### config.mk
export PLATFORM = sky130hd
export DESIGN_NAME = byte_serial_sub_64
export DESIGN_NICKNAME = d
export VERILOG_FILES = /design/src/rtl/arith_pkg.sv /design/src/rtl/sub_slice_8.sv /design/src/rtl/byte_serial_sub_64.sv
export SDC_FILE = /design/constraint.sdc
export NUM_CORES = 1
export LEC_CHECK = 0
export BUFFER_PORTS_ARGS = -buffer_cell sky130_fd_sc_hd__buf_2
export CORE_ASPECT_RATIO = 1.2
export CORE_MARGIN = 1.5
export CORE_UTILIZATION = 59
export DETAILED_ROUTE_END_ITERATION = 16
export PLACE_DENSITY_LB_ADDON = 0.12
export SETUP_SLACK_MARGIN = 0.1
export SYNTH_ARGS = -nofsm -noshare
export SYNTH_HDL_FRONTEND = slang
export SYNTH_SLANG_ARGS = --single-unit
export TNS_END_PERCENT = 30
### constraint.sdc
create_clock -name clk -period 14.24 [get_ports clk]
set_input_delay 3.56 -clock clk [delete_from_list [all_inputs] [get_ports clk]]
set_output_delay 3.56 -clock clk [all_outputs]
set_load 0.005 [all_outputs]
### src/rtl/arith_pkg.sv
// Shared arithmetic definitions: default datapath geometry and the
// serial-subtractor control states.
package arith_pkg;

    localparam int WIDTH_DEF = 64;
    localparam int SLICE_DEF = 8;
    localparam int NSL_DEF   = WIDTH_DEF / SLICE_DEF;

    typedef enum logic [1:0] {
        IDLE,
        BUSY,
        DONE
    } state_t;

endpackage

### src/rtl/sub_slice_8.sv
// Combinational subtract slice: d = x + ~y + cin, built as two precomputed
// ripple chains (cin=0 / cin=1) selected by the incoming carry.
module sub_slice_8 #(
    parameter int W = 8
) (
    input  logic [W-1:0] x,
    input  logic [W-1:0] y,
    input  logic         cin,
    output logic [W-1:0] d,
    output logic         cout
);

    logic [W-1:0] ny;
    logic [W-1:0] d0;
    logic [W-1:0] d1;
    logic         c0;
    logic         c1;

    // NOTE: blocking assignments are correct here; c0/c1 are intentionally
    // re-assigned per bit to model the ripple, which only works in order.
    always_comb begin
        ny = ~y;
        c0 = 1'b0;
        c1 = 1'b1;
        d0 = '0;
        d1 = '0;
        for (int i = 0; i < W; i++) begin
            d0[i] = x[i] ^ ny[i] ^ c0;
            c0    = (x[i] & ny[i]) | (c0 & (x[i] ^ ny[i]));
            d1[i] = x[i] ^ ny[i] ^ c1;
            c1    = (x[i] & ny[i]) | (c1 & (x[i] ^ ny[i]));
        end
    end

    assign d    = cin ? d1 : d0;
    assign cout = cin ? c1 : c0;

endmodule

### src/rtl/byte_serial_sub_64.sv
// Multi-cycle subtractor: diff = a - b - bin, one slice per clock LSB first,
// with valid/ready handshakes and registered borrow/overflow/zero flags.
module byte_serial_sub_64
    import arith_pkg::*;
#(
    parameter int WIDTH = WIDTH_DEF,
    parameter int SLICE = SLICE_DEF
) (
    input  logic             clk,
    input  logic             rst,
    input  logic [WIDTH-1:0] a,
    input  logic [WIDTH-1:0] b,
    input  logic             bin,
    input  logic             in_valid,
    output logic             in_ready,
    output logic [WIDTH-1:0] diff,
    output logic             bout,
    output logic             ovf,
    output logic             zero,
    output logic             out_valid,
    input  logic             out_ready
);

    localparam int NSL = WIDTH / SLICE;
    localparam int KW  = (NSL > 1) ? $clog2(NSL) : 1;
    localparam logic [KW-1:0] K_LAST = KW'(NSL - 1);

    state_t state;
    state_t state_next;

    logic [SLICE-1:0] a_q    [NSL];
    logic [SLICE-1:0] b_q    [NSL];
    logic [SLICE-1:0] diff_q [NSL];
    logic [KW-1:0]    k;
    logic             carry;
    logic             zero_acc;

    logic [SLICE-1:0] slice_d;
    logic             slice_cout;
    logic             last_slice;
    logic             a_msb;
    logic             b_msb;

    // The single slice instance is time-shared via the slice index k.
    sub_slice_8 #(.W(SLICE)) u_slice (
        .x    (a_q[k]),
        .y    (b_q[k]),
        .cin  (carry),
        .d    (slice_d),
        .cout (slice_cout)
    );

    assign last_slice = (k == K_LAST);
    assign a_msb      = a_q[NSL-1][SLICE-1];
    assign b_msb      = b_q[NSL-1][SLICE-1];

    for (genvar g = 0; g < NSL; g++) begin : g_diff
        assign diff[g*SLICE +: SLICE] = diff_q[g];
    end

    assign in_ready  = (state == IDLE);
    assign out_valid = (state == DONE);

    always_ff @(posedge clk or negedge rst) begin
        if (!rst) state <= IDLE;
        else      state <= state_next;
    end

    // NOTE: state_next gets a default before the case so no path leaves it
    // unassigned, which would otherwise infer a latch.
    always_comb begin
        state_next = state;
        case (state)
            IDLE:    if (in_valid)   state_next = BUSY;
            BUSY:    if (last_slice) state_next = DONE;
            DONE:    if (out_ready)  state_next = IDLE;
            default:                 state_next = IDLE;
        endcase
    end

    // NOTE: the per-slice arrays are reset explicitly because diff must read
    // zero during reset; a plain storage array would normally be left alone.
    always_ff @(posedge clk or negedge rst) begin
        if (!rst) begin
            for (int i = 0; i < NSL; i++) begin
                a_q[i]    <= '0;
                b_q[i]    <= '0;
                diff_q[i] <= '0;
            end
            k        <= '0;
            carry    <= 1'b0;
            zero_acc <= 1'b0;
            bout     <= 1'b0;
            ovf      <= 1'b0;
            zero     <= 1'b0;
        end else begin
            case (state)
                IDLE: begin
                    if (in_valid) begin
                        for (int i = 0; i < NSL; i++) begin
                            a_q[i] <= a[i*SLICE +: SLICE];
                            b_q[i] <= b[i*SLICE +: SLICE];
                        end
                        carry    <= ~bin;
                        k        <= '0;
                        zero_acc <= 1'b1;
                    end
                end
                BUSY: begin
                    diff_q[k] <= slice_d;
                    carry     <= slice_cout;
                    zero_acc  <= zero_acc & (slice_d == '0);
                    k         <= k + KW'(1);
                    if (last_slice) begin
                        k    <= '0;
                        bout <= ~slice_cout;
                        ovf  <= (a_msb != b_msb) && (slice_d[SLICE-1] != a_msb);
                        zero <= zero_acc & (slice_d == '0);
                    end
                end
                default: ;
            endcase
        end
    end

endmodule

==> impl_summary.log <==
INFO  metric globalRoute.totalOverflow = 0
INFO  metric pwr_density_cell = 277 nW/um^2
INFO  metric io_buffers = 201
INFO  metric synth_top_cell_by_area = dfrtp_1
INFO  metric synth-main-ff-cell = dfrtp_1
INFO  metric grt_setup_unrepaired = no
INFO  metric multi_input_comb_area = 3560 sq um
INFO  metric critical_path_depth = 15
INFO  metric start_util = 60.4%
INFO  metric clock_tree_from_tritoncts = built
INFO  metric number_of_violations_of_the_max_capacitance_limit = 0
INFO  metric startpoint_class = flip-flop
INFO  metric fmax = 173 MHz
INFO  metric cpLargestDelayFamily = adder cells
INFO  metric worstSetupEndpoint = zero
INFO  metric final_min_period_over_clock_period = 40.7%
INFO  metric drive_above_1_share = 28.4%
INFO  metric power.static_leakage = 0.00583 uW
INFO  metric post_synth_inst_count = 874
INFO  metric timing.rr.end = zero
INFO  metric post-route-util = 71.9%
INFO  metric fp-row-count = 49
INFO  metric ys.warnings.count = 0
INFO  metric num_vias = 6,533
INFO  metric timing.critical_path.arrival = 6.20 ns
INFO  metric crit_path_cell_trace = buf_4 > mux4_2 > mux2_2 > fa_1 > fa_1 > fa_1 > inv_1 > fa_1 > inv_1 > fa_1 > fa_1 > fa_1 > nand4_1 > or3_1 > o21ai_0
INFO  metric timing.rr.start = k[0]
INFO  metric hold_removal_path_class = reg -> reg
INFO  metric crit_path_frequent_cell = fa_1
INFO  metric crit_path_top_delay_cell = dfrtp_2
INFO  metric syn_nets = 1,018
INFO  metric ioPinCount = 202
INFO  metric fin_area = 10,800 sq um
INFO  metric reg2reg_slack = 8.45 ns
INFO  metric core = 15,000 sq um
INFO  metric pre_cts_slack = 8.39 ns
INFO  metric design.die.area = 16,100 sq um
INFO  metric wirelength = 20,100 um
INFO  metric placement.cell_area = 10,100 sq um
INFO  metric vias_per_cell = 5.17
INFO  metric ctsHtreeMaxLevel = 1
INFO  metric dp_cells = 1,228
INFO  metric clk_pin_slew = 0.07 ns
INFO  metric cts.sink_count = 202
INFO  metric ctsRootBufferMaster = clkbuf_16
INFO  metric setup-tns-final = 0 ns
INFO  metric run_status = finished clean
INFO  metric number_of_global_route_vias_before_repair = 6,576
INFO  metric ctsHoldBuffers = 0
INFO  metric seq_cells_post_synth = 202
INFO  metric crit_path_start = k[0]
INFO  metric worst-setup-path-type = reg -> reg
INFO  metric final-seq-area = 5060 sq um
INFO  metric final_net_count = 1,190
INFO  metric min_delay_path_depth = 2
INFO  metric vdd_drop_max = 218 uV
INFO  metric fin_cells = 1,263
INFO  metric finalClockSkew = 0.0145 ns
INFO  metric nFillCells = 1,196
INFO  metric timing.critical_path.required = 14.65 ns
INFO  metric hpwl = 13,900 um
INFO  metric antenna_violations_before_repair = 0
INFO  metric grt_use_total = 26.5%
INFO  metric worst_skew_pair.late_latency = 0.49 ns
INFO  metric drc = 0
INFO  metric floorplan.die.width = 116 um
INFO  metric synth_top_cells_by_area = dfrtp_1, nand2_1, mux4_2
INFO  metric worst_slew_pin_slew = 0.997 ns
INFO  metric cts_buffers = 20
INFO  metric critical_path_buf_inv_count = 3
INFO  metric critical_path_peak_fanout = 23
INFO  metric setup_slack = 8.45 ns
INFO  metric drt-initial-drc-count = 439
INFO  metric fp.dieH = 139 um
INFO  metric number_of_flops_mapped_to_enable_cells_by_yosys = 0
INFO  metric postCtsSetupBuffers = 0
INFO  metric period_minus_slack = 5.79 ns
INFO  metric reg2regPathDepth = 15
INFO  metric grt_first_pass_wirelength = 33,200 um
INFO  metric maxSlewViolCount = 0
INFO  metric grt_max_degree = 126
INFO  metric detailedRoute.firstPassIterationCount = 4
INFO  metric report.final.hold_viol_count = 0
INFO  metric gp_congestion = 0.766
INFO  metric synth-async-reset-ratio = 100%
INFO  metric relSlewSlack = 33.6%
INFO  metric area_growth_syn_to_layout = 19.0%
INFO  metric wire_per_inst = 15.9 um
INFO  metric critical_path.max_stage_delay = 0.81 ns
INFO  metric synth_area = 9040 sq um
INFO  metric timing.final.setup_violations = 0
INFO  metric synth_top_area_share = 55.9%
INFO  metric critical_path.endpoint_type = flip-flop
INFO  metric cts_max_path_buffers = 3
INFO  metric ant_nets = 0
INFO  metric synth-seq-area-share = 55.9%
INFO  metric syn-mean-instance-area = 10.3 sq um
INFO  metric netlist-cell-type-count = 41
INFO  metric cts_repair_resize_count = 0
-- layer usage --
metal	up-vias	part of all wire, %	GRT usage (%)
li1	3152	-	-
met1	3123	42	36.2
met2	217	49	43.2
met3	41	6.3	4.68
met4	0	2.9	8.66
met5	-	0	0
-- cells by family (layout without fill, tap and decap cells) --
| kind of cell | count (synthesis) | after routing | share of synthesized area, % |
|---|---|---|---|
| other | 0 | 1 | 0 |
| buffers and inverters | 100 | 284 | 4.79 |
| adders and majority gates | 11 | 11 | 2.10 |
| and+or+nand+nor | 420 | 420 | 18.7 |
| xor gates and xnor gates | 1 | 1 | 0.0969 |
| DFF | 202 | 202 | 55.9 |
| AOI/OAI and AO/OA | 40 | 40 | 2.71 |
| muxes | 100 | 100 | 15.6 |
-- worst min-delay path by stage --
stage	startpoint	to	slack (ns)
after floorplan	b_q[30]	b_q[30]	0.44
after global placement	b_q[62]	b_q[62]	0.45
after detailed placement	a_q[28]	a_q[28]	0.46
after CTS	a_q[22]	a_q[22]	0.47
after global routing	a_q[27]	a_q[27]	0.49
final	a_q[57]	a_q[57]	0.47
-- sequential cells by signal (all words and copies together) (netlist names) --
signal / cells
diff: 64
b_q: 63
ovf: 1
k: 3
a_msb: 1
b_msb: 1
state: 2
bout: 1
carry: 1
zero_acc: 1
a_q: 63
zero: 1
-- cells in the mapped netlist (all sizes together) (2+ instances only) --
master,number
a21oi,2
a31oi,2
buf,39
clkbuf,19
dfrtp,202
fa,7
ha,4
inv,42
mux2,24
mux2i,46
mux4,30
nand2,390
nand2b,3
nand3,5
nand3b,3
nor2,5
nor3b,3
o21ai,20
o31ai,13
or3,3
-- placed cells by master (no fill, tap or decap), drive strengths merged --
cell      synthesis  final
nand2           390    390
buf              39    207
dfrtp           202    202
mux2i            46     46
inv              42     42
clkbuf           19     31
mux4             30     30
mux2             24     24
o21ai            20     20
o31ai            13     13
fa                7      7
nor2              5      5
nand3             5      5
ha                4      4
nand2b            3      3
or3               3      3
nor3b             3      3
nand3b            3      3
a31oi             2      2
a21oi             2      2
clkinv            0      2
diode             0      1
nor4bb            1      1
a211o             1      1
o211ai            1      1
or2b              1      1
or3b              1      1
xor2              1      1
or4               1      1
nor3              1      1
o221ai            1      1
nand4b            1      1
nand4             1      1
and3b             1      1
clkinvlp          0      1
bufinv            0      1
-- power breakdown --
part | switching [uW] | internal [uW] | leakage [uW]
combinational | 819 | 595 | 0.00302
clock | 212 | 313 | 0.000322
sequential | 189 | 856 | 0.00249
total | 1220 | 1760 | 0.00583
-- worst register-to-register path: stages, from the launching register on --
cell	delay [ns]
dfrtp_2	0.81
buf_4	0.46
mux4_2	0.55
mux2_2	0.29
fa_1	0.41
fa_1	0.38
fa_1	0.38
inv_1	0.08
fa_1	0.16
inv_1	0.05
fa_1	0.37
fa_1	0.39
fa_1	0.76
nand4_1	0.12
or3_1	0.34
o21ai_0	0.16
-- final cells by class --
cell class / instances / share of cell area [%]
tap: 204 / 2.37
multi-input combinational: 572 / 33.1
clock buffer: 30 / 5.67
clock inverter: 4 / 0.442
sequential: 202 / 47.0
inverter: 42 / 1.47
timing repair buffer: 208 / 9.92
antenna: 1 / 0.0233
-- metrics by stage --
step           hold WS (ns)  power, uW
6_report              0.471       2980
5_1_grt               0.494       3220
2_1_floorplan         0.437       1970
3_5_place_dp          0.457       2490
4_1_cts               0.473       3020
3_3_place_gp          0.450       2440
(Power assumes the default switching activity.)
